**config.mk**
```make
export PLATFORM = sky130hd
export DESIGN_NAME = cp0_exception_unit_flat
export DESIGN_NICKNAME = d
export VERILOG_FILES = /design/src/rtl/cp0_exception_unit_pkg.sv /design/src/rtl/cp0_exception_unit_if.sv /design/src/rtl/cp0_exception_unit_int_sync.sv /design/src/rtl/cp0_exception_unit.sv /design/src/flat_wrapper.sv
export SDC_FILE = /design/constraint.sdc
export NUM_CORES = 1
export LEC_CHECK = 0
export BUFFER_PORTS_ARGS = -buffer_cell sky130_fd_sc_hd__buf_4
export CORE_ASPECT_RATIO = 0.7
export CORE_MARGIN = 10
export CORE_UTILIZATION = 45
export CTS_BUF_LIST = sky130_fd_sc_hd__clkbuf_4
export CTS_CLUSTER_SIZE = 8
export DETAILED_ROUTE_END_ITERATION = 6
export GPL_ROUTABILITY_DRIVEN = 1
export PLACE_DENSITY = 0.81
export SETUP_SLACK_MARGIN = 0.5
export SLEW_MARGIN = 25
export SYNTH_ARGS = -nofsm -noshare
export SYNTH_HDL_FRONTEND = slang
export SYNTH_SLANG_ARGS = --single-unit
```
**constraint.sdc**
```tcl
create_clock -name clk -period 6.5 [get_ports clk]
set_input_delay 0.65 -clock clk [delete_from_list [all_inputs] [get_ports clk]]
set_output_delay 0.65 -clock clk [all_outputs]
set_load 0.05 [all_outputs]
```
**src/rtl/cp0_exception_unit_pkg.sv**
```systemverilog
// Shared CP0 constants: register numbers, ExcCode values, field positions and reset values.
package cp0_exception_unit_pkg;

    localparam logic [4:0] CP0_BADVADDR = 5'd8;
    localparam logic [4:0] CP0_COUNT    = 5'd9;
    localparam logic [4:0] CP0_COMPARE  = 5'd11;
    localparam logic [4:0] CP0_STATUS   = 5'd12;
    localparam logic [4:0] CP0_CAUSE    = 5'd13;
    localparam logic [4:0] CP0_EPC      = 5'd14;

    typedef enum logic [4:0] {
        EXC_INT  = 5'h00,
        EXC_ADEL = 5'h04,
        EXC_ADES = 5'h05,
        EXC_SYS  = 5'h08,
        EXC_BP   = 5'h09,
        EXC_RI   = 5'h0a,
        EXC_OV   = 5'h0c,
        EXC_ERET = 5'h1f
    } exc_code_e;

    localparam int STATUS_IE     = 0;
    localparam int STATUS_EXL    = 1;
    localparam int STATUS_IM_LSB = 8;
    localparam int CAUSE_EXC_LSB = 2;
    localparam int CAUSE_IP_LSB  = 8;
    localparam int CAUSE_TI      = 30;
    localparam int CAUSE_BD      = 31;

    localparam logic [31:0] STATUS_RESET = 32'h0040_0000;

endpackage

```
**src/rtl/cp0_exception_unit_if.sv**
```systemverilog
// MEM-stage exception bus between the pipeline (master) and the CP0 exception unit (slave).
interface cp0_exception_unit_if;

    logic        stall_m;
    logic        valid_m;
    logic [31:0] pc_m;
    logic        is_in_delayslot_m;
    logic [31:0] alu_out_m;
    logic        ri_m;
    logic        break_m;
    logic        syscall_m;
    logic        overflow_m;
    logic        adel_data_m;
    logic        ades_data_m;
    logic        pc_error_m;
    logic        eret_m;
    logic        cp0_we;
    logic [4:0]  cp0_waddr;
    logic [31:0] cp0_wdata;
    logic [4:0]  cp0_raddr;
    logic [31:0] cp0_rdata;
    logic        flush_exception;
    logic [31:0] pc_exception;
    logic [4:0]  exc_code;
    logic [31:0] status_o;
    logic [31:0] cause_o;
    logic [31:0] epc_o;
    logic        timer_int;

    modport master (
        output stall_m, valid_m, pc_m, is_in_delayslot_m, alu_out_m,
               ri_m, break_m, syscall_m, overflow_m, adel_data_m, ades_data_m,
               pc_error_m, eret_m, cp0_we, cp0_waddr, cp0_wdata, cp0_raddr,
        input  cp0_rdata, flush_exception, pc_exception, exc_code,
               status_o, cause_o, epc_o, timer_int
    );

    modport slave (
        input  stall_m, valid_m, pc_m, is_in_delayslot_m, alu_out_m,
               ri_m, break_m, syscall_m, overflow_m, adel_data_m, ades_data_m,
               pc_error_m, eret_m, cp0_we, cp0_waddr, cp0_wdata, cp0_raddr,
        output cp0_rdata, flush_exception, pc_exception, exc_code,
               status_o, cause_o, epc_o, timer_int
    );

endinterface

```
**src/rtl/cp0_exception_unit_int_sync.sv**
```systemverilog
// Multi-flop synchroniser for the asynchronous external interrupt lines.
module cp0_exception_unit_int_sync #(
    parameter int WIDTH  = 6,
    parameter int STAGES = 2
) (
    input  logic             clk,
    input  logic             rst,
    input  logic [WIDTH-1:0] i_async,
    output logic [WIDTH-1:0] o_sync
);

    logic [STAGES-1:0][WIDTH-1:0] r_stage;

    always_ff @(posedge clk or posedge rst) begin
        if (rst) begin
            r_stage <= '0;
        end else begin
            r_stage <= {r_stage[STAGES-2:0], i_async};
        end
    end

    assign o_sync = r_stage[STAGES-1];

endmodule

```
**src/rtl/cp0_exception_unit.sv**
```systemverilog
// MEM-stage precise-exception unit: prioritises exceptions, redirects the PC and owns the CP0 state.
module cp0_exception_unit
    import cp0_exception_unit_pkg::*;
#(
    parameter int          N_HW_INT    = 6,
    parameter int          SYNC_STAGES = 2,
    parameter logic [31:0] EXC_VECTOR  = 32'hbfc0_0380
) (
    input  logic                clk,
    input  logic                rst,
    input  logic [N_HW_INT-1:0] ext_int,
    cp0_exception_unit_if.slave bus
);

    logic [N_HW_INT-1:0] w_ext_sync;
    logic [31:0]         r_status;
    logic [31:0]         r_epc;
    logic [31:0]         r_badvaddr;
    logic [31:0]         r_count;
    logic [31:0]         r_compare;
    logic                r_presc;
    logic                r_bd;
    logic                r_ti;
    logic [1:0]          r_ip_sw;
    logic [4:0]          r_exccode;
    logic [5:0]          w_ip_hw;
    logic [31:0]         w_cause;
    logic                w_irq;
    logic                w_flush;
    exc_code_e           w_code;
    logic                w_commit;
    logic                w_mtc0;
    logic                w_count_wr;
    logic                w_compare_wr;
    logic [31:0]         w_count_inc;

    cp0_exception_unit_int_sync #(
        .WIDTH  (N_HW_INT),
        .STAGES (SYNC_STAGES)
    ) u_int_sync (
        .clk     (clk),
        .rst     (rst),
        .i_async (ext_int),
        .o_sync  (w_ext_sync)
    );

    // IP[7] shares the timer with the sixth hardware line when that line exists.
    always_comb begin
        w_ip_hw                 = '0;
        w_ip_hw[N_HW_INT-1:0]   = w_ext_sync;
        w_ip_hw[5]              = w_ip_hw[5] | r_ti;
    end

    always_comb begin
        w_cause                           = '0;
        w_cause[CAUSE_BD]                 = r_bd;
        w_cause[CAUSE_TI]                 = r_ti;
        w_cause[CAUSE_IP_LSB +: 8]        = {w_ip_hw, r_ip_sw};
        w_cause[CAUSE_EXC_LSB +: 5]       = r_exccode;
    end

    assign w_irq = r_status[STATUS_IE] & ~r_status[STATUS_EXL] & bus.valid_m &
                   (|(r_status[STATUS_IM_LSB +: 8] & w_cause[CAUSE_IP_LSB +: 8]));

    always_comb begin
        w_flush = 1'b1;
        w_code  = EXC_INT;
        if (w_irq) begin
            w_code = EXC_INT;
        end else if (bus.valid_m && (bus.adel_data_m || bus.pc_error_m)) begin
            w_code = EXC_ADEL;
        end else if (bus.valid_m && bus.ri_m) begin
            w_code = EXC_RI;
        end else if (bus.valid_m && bus.syscall_m) begin
            w_code = EXC_SYS;
        end else if (bus.valid_m && bus.break_m) begin
            w_code = EXC_BP;
        end else if (bus.valid_m && bus.ades_data_m) begin
            w_code = EXC_ADES;
        end else if (bus.valid_m && bus.overflow_m) begin
            w_code = EXC_OV;
        end else if (bus.valid_m && bus.eret_m) begin
            w_code = EXC_ERET;
        end else begin
            w_flush = 1'b0;
        end
    end

    assign bus.flush_exception = w_flush;
    assign bus.exc_code        = w_code;
    assign bus.pc_exception    = !w_flush            ? 32'd0 :
                                 (w_code == EXC_ERET) ? r_epc : EXC_VECTOR;

    // A committing exception swallows any MTC0 issued in the same cycle.
    assign w_commit     = w_flush & ~bus.stall_m;
    assign w_mtc0       = bus.cp0_we & ~bus.stall_m & ~w_commit;
    assign w_count_wr   = w_mtc0 && (bus.cp0_waddr == CP0_COUNT);
    assign w_compare_wr = w_mtc0 && (bus.cp0_waddr == CP0_COMPARE);
    assign w_count_inc  = r_count + 32'd1;

    // The timer keeps running through stalls so a Count/Compare match is never lost.
    always_ff @(posedge clk or posedge rst) begin
        if (rst) begin
            r_presc   <= 1'b0;
            r_count   <= '0;
            r_compare <= '0;
            r_ti      <= 1'b0;
        end else begin
            r_presc <= ~r_presc;
            if (w_count_wr) begin
                r_count <= bus.cp0_wdata;
            end else if (r_presc) begin
                r_count <= w_count_inc;
            end
            if (w_compare_wr) begin
                r_compare <= bus.cp0_wdata;
                r_ti      <= 1'b0;
            end else if (r_presc && !w_count_wr && (w_count_inc == r_compare)) begin
                r_ti <= 1'b1;
            end
        end
    end

    always_ff @(posedge clk or posedge rst) begin
        if (rst) begin
            r_status   <= STATUS_RESET;
            r_epc      <= '0;
            r_badvaddr <= '0;
            r_bd       <= 1'b0;
            r_ip_sw    <= '0;
            r_exccode  <= '0;
        end else if (w_commit) begin
            if (w_code == EXC_ERET) begin
                r_status[STATUS_EXL] <= 1'b0;
            end else begin
                r_epc                <= bus.is_in_delayslot_m ? (bus.pc_m - 32'd4) : bus.pc_m;
                r_bd                 <= bus.is_in_delayslot_m;
                r_exccode            <= w_code;
                r_status[STATUS_EXL] <= 1'b1;
                if (w_code == EXC_ADEL || w_code == EXC_ADES) begin
                    r_badvaddr <= bus.pc_error_m ? bus.pc_m : bus.alu_out_m;
                end
            end
        end else if (w_mtc0) begin
            case (bus.cp0_waddr)
                CP0_STATUS: begin
                    r_status[STATUS_IM_LSB +: 8] <= bus.cp0_wdata[STATUS_IM_LSB +: 8];
                    r_status[STATUS_EXL]         <= bus.cp0_wdata[STATUS_EXL];
                    r_status[STATUS_IE]          <= bus.cp0_wdata[STATUS_IE];
                end
                CP0_CAUSE: r_ip_sw <= bus.cp0_wdata[CAUSE_IP_LSB +: 2];
                CP0_EPC:   r_epc   <= bus.cp0_wdata;
                default: ;
            endcase
        end
    end

    always_comb begin
        bus.cp0_rdata = '0;
        case (bus.cp0_raddr)
            CP0_BADVADDR: bus.cp0_rdata = r_badvaddr;
            CP0_COUNT:    bus.cp0_rdata = r_count;
            CP0_COMPARE:  bus.cp0_rdata = r_compare;
            CP0_STATUS:   bus.cp0_rdata = r_status;
            CP0_CAUSE:    bus.cp0_rdata = w_cause;
            CP0_EPC:      bus.cp0_rdata = r_epc;
            default:      bus.cp0_rdata = '0;
        endcase
    end

    assign bus.status_o  = r_status;
    assign bus.cause_o   = w_cause;
    assign bus.epc_o     = r_epc;
    assign bus.timer_int = r_ti;

endmodule

```
**src/flat_wrapper.sv**
```systemverilog
// flat-port wrapper written by rule: the top's interface ports become plain ports
module cp0_exception_unit_flat import cp0_exception_unit_pkg::*;
#(
    parameter int          N_HW_INT    = 6,
    parameter int          SYNC_STAGES = 2,
    parameter logic [31:0] EXC_VECTOR  = 32'hbfc0_0380
)
  (clk, rst, ext_int, bus_stall_m, bus_valid_m, bus_pc_m, bus_is_in_delayslot_m, bus_alu_out_m, bus_ri_m, bus_break_m, bus_syscall_m, bus_overflow_m, bus_adel_data_m, bus_ades_data_m, bus_pc_error_m, bus_eret_m, bus_cp0_we, bus_cp0_waddr, bus_cp0_wdata, bus_cp0_raddr, bus_cp0_rdata, bus_flush_exception, bus_pc_exception, bus_exc_code, bus_status_o, bus_cause_o, bus_epc_o, bus_timer_int);
  cp0_exception_unit_if bus_i ();
  input  logic clk;
  input  logic rst;
  input  logic [N_HW_INT-1:0] ext_int;
  input wire logic [$bits(bus_i.stall_m)-1:0] bus_stall_m;
  input wire logic [$bits(bus_i.valid_m)-1:0] bus_valid_m;
  input wire logic [$bits(bus_i.pc_m)-1:0] bus_pc_m;
  input wire logic [$bits(bus_i.is_in_delayslot_m)-1:0] bus_is_in_delayslot_m;
  input wire logic [$bits(bus_i.alu_out_m)-1:0] bus_alu_out_m;
  input wire logic [$bits(bus_i.ri_m)-1:0] bus_ri_m;
  input wire logic [$bits(bus_i.break_m)-1:0] bus_break_m;
  input wire logic [$bits(bus_i.syscall_m)-1:0] bus_syscall_m;
  input wire logic [$bits(bus_i.overflow_m)-1:0] bus_overflow_m;
  input wire logic [$bits(bus_i.adel_data_m)-1:0] bus_adel_data_m;
  input wire logic [$bits(bus_i.ades_data_m)-1:0] bus_ades_data_m;
  input wire logic [$bits(bus_i.pc_error_m)-1:0] bus_pc_error_m;
  input wire logic [$bits(bus_i.eret_m)-1:0] bus_eret_m;
  input wire logic [$bits(bus_i.cp0_we)-1:0] bus_cp0_we;
  input wire logic [$bits(bus_i.cp0_waddr)-1:0] bus_cp0_waddr;
  input wire logic [$bits(bus_i.cp0_wdata)-1:0] bus_cp0_wdata;
  input wire logic [$bits(bus_i.cp0_raddr)-1:0] bus_cp0_raddr;
  output wire logic [$bits(bus_i.cp0_rdata)-1:0] bus_cp0_rdata;
  output wire logic [$bits(bus_i.flush_exception)-1:0] bus_flush_exception;
  output wire logic [$bits(bus_i.pc_exception)-1:0] bus_pc_exception;
  output wire logic [$bits(bus_i.exc_code)-1:0] bus_exc_code;
  output wire logic [$bits(bus_i.status_o)-1:0] bus_status_o;
  output wire logic [$bits(bus_i.cause_o)-1:0] bus_cause_o;
  output wire logic [$bits(bus_i.epc_o)-1:0] bus_epc_o;
  output wire logic [$bits(bus_i.timer_int)-1:0] bus_timer_int;
  assign bus_i.stall_m = bus_stall_m;
  assign bus_i.valid_m = bus_valid_m;
  assign bus_i.pc_m = bus_pc_m;
  assign bus_i.is_in_delayslot_m = bus_is_in_delayslot_m;
  assign bus_i.alu_out_m = bus_alu_out_m;
  assign bus_i.ri_m = bus_ri_m;
  assign bus_i.break_m = bus_break_m;
  assign bus_i.syscall_m = bus_syscall_m;
  assign bus_i.overflow_m = bus_overflow_m;
  assign bus_i.adel_data_m = bus_adel_data_m;
  assign bus_i.ades_data_m = bus_ades_data_m;
  assign bus_i.pc_error_m = bus_pc_error_m;
  assign bus_i.eret_m = bus_eret_m;
  assign bus_i.cp0_we = bus_cp0_we;
  assign bus_i.cp0_waddr = bus_cp0_waddr;
  assign bus_i.cp0_wdata = bus_cp0_wdata;
  assign bus_i.cp0_raddr = bus_cp0_raddr;
  assign bus_cp0_rdata = bus_i.cp0_rdata;
  assign bus_flush_exception = bus_i.flush_exception;
  assign bus_pc_exception = bus_i.pc_exception;
  assign bus_exc_code = bus_i.exc_code;
  assign bus_status_o = bus_i.status_o;
  assign bus_cause_o = bus_i.cause_o;
  assign bus_epc_o = bus_i.epc_o;
  assign bus_timer_int = bus_i.timer_int;
  cp0_exception_unit #(.N_HW_INT(N_HW_INT), .SYNC_STAGES(SYNC_STAGES), .EXC_VECTOR(EXC_VECTOR)) u_core (.clk(clk), .rst(rst), .ext_int(ext_int), .bus(bus_i));
endmodule
```
; ---- Word-level counts from Yosys, hierarchy flattened
; Index checks and enable logic that the tools add are counted.
[classes]
n_addsub = 2
n_mul = 0
div_mod_pow = 0
order_cmp = 0
n_eq_ne = 16
shift = 0
muxes = 33
bitwise = 13
n_reduce_logical = 26
[op_table]
columns = op, n
row1 = 32-bit two-way mux, 10
row2 = 32-bit one-hot mux with 6 select lines, 1
row3 = "5-bit by 4-bit equality test with 1-bit output, second input constant", 11
row4 = 5-bit two-way mux, 8
row5 = "32-bit by 1-bit adder with 32-bit output, second input constant", 1
row6 = 32-bit equality test, 1
row7 = "32-bit by 3-bit subtractor with 32-bit output, second input constant", 1
row8 = 1-bit two-way mux, 12
row9 = 3-bit AND reduction, 4
row10 = 1-bit logical AND, 11
row11 = "5-bit by 3-bit equality test with 1-bit output, second input constant", 2
row12 = 2-bit nonzero test, 5
row13 = 8-bit bitwise AND, 1
row14 = 8-bit OR reduction, 1
row15 = 1-bit bitwise AND, 6
row16 = "5-bit equality test, second input constant", 1
row17 = 1-bit inverter, 5
row18 = 2-bit two-way mux, 2
row19 = 2-bit AND reduction, 2
row20 = 1-bit logical OR, 2
row21 = "2-bit != test, second input constant", 1
row22 = 1-bit zero test, 1
row23 = 1-bit bitwise OR, 1
[totals]
reg_bits = 160
latchBits = 0
ramBits = 0
rom_bits = 0
inputBits = 126
output_inout_bits = 167
memories = 0

; ---- Logic depth before layout (Yosys ltp)
[logic_depth]
depth_word = 18
ltp_mapped = 12
depth_no_buf = 10

; ---- Cells and area by module
; A second synthesis with hierarchy kept.
[hier_totals]
cells_unflattened = 1047
area_unflattened_um2 = 10099.7
[modules_own_cells]
columns = mod, instances, cells_each, area_per_inst_um2
row1 = cp0_exception_unit, 1, 1028, 9750.6
row2 = cp0_exception_unit_int_sync, 1, 19, 349.1

; ---- Worst setup path after synthesis
; No wires, ideal clock.
[synth_timing]
path_type = flip-flop to output port
startpoint = register u_core.r_ti (netlist: u_core.bus.timer_int)
endpoint = output port bus_exc_code[0]
arrival_ns = 4.326
setup_slack_ns = 1.524
stages_incl_launch_ff = 6
cell_sequence = dfrtp_1 -> or2_1 -> a211oi_1 -> a31o_2 -> nand2_1 -> a2111oi_0
[synth_between]
elab_chain_cells = 5
[synth_rtl]
columns = element, line
row1 = start: declaration, cp0_exception_unit.sv:23  ; logic r_ti;
row2 = start signal: assignment, cp0_exception_unit.sv:107  ; r_ti <= 1'b0;
row3 = start signal: assignment, cp0_exception_unit.sv:117  ; r_ti <= 1'b0;
row4 = start signal: assignment, cp0_exception_unit.sv:119  ; r_ti <= 1'b1;
row5 = 1-bit bitwise OR, cp0_exception_unit.sv:51  ; w_ip_hw[5] = w_ip_hw[5] | r_ti;
row6 = via bus_cause_o[15], flat_wrapper.sv:35  ; output wire logic [$bits(bus_i.cause_o)-1:0] bus_cause_o;
row7 = 8-bit bitwise AND, cp0_exception_unit.sv:63  ; (|(r_status[STATUS_IM_LSB +: 8] & w_cause[CAUSE_IP_LSB +: 8]));
row8 = 8-bit OR reduction, cp0_exception_unit.sv:63
row9 = 1-bit bitwise AND, cp0_exception_unit.sv:62  ; assign w_irq = r_status[STATUS_IE] & ~r_status[STATUS_EXL] & bus.valid_m &
row10 = 5-bit two-way mux, cp0_exception_unit.sv:68  ; if (w_irq) begin
row11 = end: declaration, flat_wrapper.sv:33  ; output wire logic [$bits(bus_i.exc_code)-1:0] bus_exc_code;
; The timed path passes the listed nets, and every way through them passes these cells.

; ---- Final worst setup path
[layout_timing]
startpoint = register u_core.r_ti (netlist: u_core.bus.timer_int)
endpoint = output port bus_pc_exception[14]
[layout_between]
elab_chain_cells = 8
[layout_rtl]
columns = element, line
row1 = 1-bit bitwise OR (*), cp0_exception_unit.sv:51
row2 = 8-bit bitwise AND (*), cp0_exception_unit.sv:63
row3 = 8-bit OR reduction (*), cp0_exception_unit.sv:63
row4 = 1-bit bitwise AND (*), cp0_exception_unit.sv:62
row5 = 5-bit two-way mux, cp0_exception_unit.sv:68
row6 = 5-bit equality test, cp0_exception_unit.sv:92  ; (w_code == EXC_ERET) ? r_epc : EXC_VECTOR;
row7 = 32-bit two-way mux, cp0_exception_unit.sv:92
row8 = 32-bit two-way mux (*), cp0_exception_unit.sv:91  ; assign bus.pc_exception = !w_flush ? 32'd0 :
row9 = end: declaration, flat_wrapper.sv:32  ; output wire logic [$bits(bus_i.pc_exception)-1:0] bus_pc_exception;
; Every way passes the cells marked *; elsewhere a longest branch is shown, timed or not.

==> metrics.cfg <==
[clock_network]
clkTransAtPathRegs_ns=0.14
clk_path_buf_depth=2
cts_resized=0
clkLatencyLatePin_ns=0.58
cts_tree=yes
cts_sinks=160
postCtsHoldBufs=0
cts_buffers=17
root_buffer=clkbuf_4
postCtsSetupBuffers=0
htree_levels=4

[timing]
rsz0062_at_grt=false
timing.setup.tns_ns=0
finalSetupViolations=0
max_freq_ghz=0.203
finalHoldViolCount=0
post-route-period-util_pct=75.7
slew_violations=0
timing.final.ws_setup_ns=1.58
min_period_ns=4.92
fin_worst_skew_ns=0.0244
slew_headroom_pct=41.6
tightest_slew_ns=0.876

[worst_setup_path]
cp_max_fo=22
startpoint=u_core.bus.timer_int$_DFFE_PP0P_
crit_type=register to primary output
cpMaxStageDelayCell=inv_1
cp.arrival_ns=4.27
crit_family=simple AND/OR/NAND/NOR gates
path_cells=or2_1 > a211oi_1 > a31o_2 > nand4_1 > inv_1 > and2_1 > buf_4
path_buf_inv=2
rr_worst_depth=8
rrSetupSlack_ns=2.44
max_stage_delay_ns=0.88
required_ns=5.85
rr_endpoint=u_core.bus.epc_o[24]$_DFFE_PP0P_
worstSetupStartpointType=register
reg2reg_from=u_core.bus.timer_int$_DFFE_PP0P_
cp-end-kind=primary output

[power]
powerDensity_nw_per_um2=246
p_leak_nw=5.66
ir_drop_mv=0.138

[global_route]
grt_pass1_wl_mm=56.9
antenna_found_initial=1
globalRouteTotalUtil_pct=25.8
grt_start_max_net_pins=90
grt_pass1_vias=8963
overflow=0

[floorplanning]
die_w_um=200
core.rowCount=45
num_io_pins=293
die-area_um2=29100
initial_core_util_pct=46.3
fp.coreArea_um2=22000
fp.dieH_um=146

[placement]
gp_congestion=0.983
placed_area_um2=12100
dp_slack_ns=2.23
io_buffers=253
hpwl_mm=30.6

[route]
drtIter0Drc=1433
dr.pass1.iters=5
post_drt_wl_per_cell_um=24.2
vias=9423
drc=0
wirelength_mm=38.8
ant_nets=0
vias_per_cell=5.87

[logic_synthesis]
yosysSeqAreaShare_pct=39.4
syn_inst=1106
ys_ff_latch=160
synthArstFlopShare_pct=100
yosys-top-cells-area=dfrtp_1, mux2i_1, mux2_1, xnor2_1, nand2_1
synth_edf_count=0
synthFlopType=dfrtp_1
synth_top_area_cell=dfrtp_1
synth_area_per_cell_um2=9.19
yosysTopAreaCellShare_pct=39.4
ys_types=68
yosys_warnings=22
syn-cell-area_um2=10200

[final_layout]
utilization_pct=56.5
num_antenna_cells=0
final_nets=1439
area_growth_pct=22.2
drive_gt1_share_pct=24.4
stdcell_area_um2=12400

[run_status]
status=finished clean

[hold_path]
whs_path_depth=1
hold_class=input pin to register
min_delay_worst_endpoint=u_core.u_int_sync.r_stage[5]$_DFF_PP0_
hold_path.startpoint=ext_int[5]

[job]
cap_violations=0

## layout by cell type, fill, tap and decap left out, types with 3 or more instances in the layout
cell       instances
and3_1             8
o21ai_1           67
nand4_1           22
o31ai_1            3
or3_1              8
a222oi_1           4
o21a_1            14
nand2b_1           4
o21ai_0           17
a211oi_1           4
nand3b_1           5
nor3_2             4
nand3_1           31
xor2_1            45
nand2_1          121
nor4_2             4
dfrtp_1          160
buf_4            266
nor4_1            15
a22oi_1           29
inv_1              9
nor2b_1            3
conb_1            39
and2_1            30
a22o_1            17
and4_1             5
a221o_1           19
inv_6              4
mux2i_1           54
nor3_1            16
clkbuf_4          17
nor2_1            71
xnor2_1           58
a21oi_1           44
bufinv_16          4
mux2_1            48
## logic make-up (layout without fill, tap and decap cells)
kind of cell    count (synthesis)  in the layout  synth area share, %
flops                         160            160                 39.4
simple gates                  368            368                 18.6
other cells                     1             39               0.0369
buf+inv                       131            309                 6.78
compound gates                238            238                 15.3
mux                           103            103                 10.7
fa+ha+maj                       2              2                0.246
xor+xnor                      103            103                 8.88
## flip-flops by register name, indices dropped and copies added, names as in the netlist
register and cells:
u_core.u_int_sync.o_sync 6, u_core.u_int_sync.r_stage 6, u_core.r_ip_sw 2, u_core.bus.timer_int 1
u_core.r_exccode 5, u_core.r_presc 1, u_core.bus.epc_o 32, u_core.r_bd 1
u_core.r_badvaddr 32, u_core.r_count 32, u_core.bus.status_o 10, u_core.r_compare 32
## worst max path at each step
stage | endpoint | slack (ns) | cells after the start
after CTS | bus_pc_exception[12] | 1.62 | 7
after global placement | bus_pc_exception[12] | 2.43 | 8
final | bus_pc_exception[14] | 1.58 | 7
after detailed placement | bus_pc_exception[12] | 2.23 | 8
after floorplan | bus_exc_code[0] | 1.52 | 5
after global routing | bus_pc_exception[12] | 1.44 | 7
## worst register-to-register path, delay by kind of cell (launching register included)
kind | cells | cell delay (ns)
DFF | 1 | 0.44
AOI/OAI and AO/OA | 5 | 2.11
and+or+nand+nor | 2 | 0.99
buffers and inverters | 1 | 0.46
## Yosys cell counts (4+ instances only)
cell type	number
nand4_1	22
nand2_1	121
inv_1	10
or3_1	8
o21ai_1	67
nor2_1	71
and3_1	8
a221o_1	19
buf_4	46
nand2b_1	4
clkbuf_1	51
and4_1	5
xor2_1	45
a211oi_1	4
buf_1	9
o21ai_0	17
and2_1	30
xnor2_1	58
a21oi_1	46
nor2b_1	4
buf_2	11
nand3b_1	5
a22oi_1	29
mux2i_1	54
dfrtp_1	160
nor4_1	18
nor3_1	16
mux2_1	48
o21a_1	14
nand3_1	31
nor3_2	4
a22o_1	17
a222oi_1	4
## cell type report
| class | count | area [um^2] |
|---|---|---|
| Clock inverter | 13 | 185 |
| Fill cell | 1964 | 9540 |
| Inverter | 12 | 50.0 |
| Multi-Input combinational cell | 853 | 5670 |
| Sequential cell | 160 | 4000 |
| Clock buffer | 17 | 128 |
| Tap cell | 282 | 353 |
| Timing Repair Buffer | 267 | 2020 |
## through the flow
stage	hold slack [ns]	total power, mW	instances
6_report	0.165	3.06	1604
5_1_grt	0.120	3.17	1604
4_1_cts	0.137	3.04	1603
3_5_place_dp	0.335	2.37	1573
3_3_place_gp	0.333	2.35	1573
2_1_floorplan	0.331	2.00	1144
## routing by layer
| layer | GRT usage [%] | share of wire [%] | vias up |
|---|---|---|---|
| met3 | 11.0 | 15 | 49 |
| met1 | 34.7 | 40 | 4538 |
| met2 | 36.7 | 43 | 556 |
| met5 | 0 | 0 | - |
| met4 | 7.44 | 2.3 | 0 |
| li1 | - | - | 4280 |
## where the power goes
part | internal [mW] | total, mW | switching [mW]
sequential | 1.15 | 1.39 | 0.248
clock | 0.303 | 0.680 | 0.377
combinational | 0.346 | 0.982 | 0.636
(Power assumes the default switching activity.)
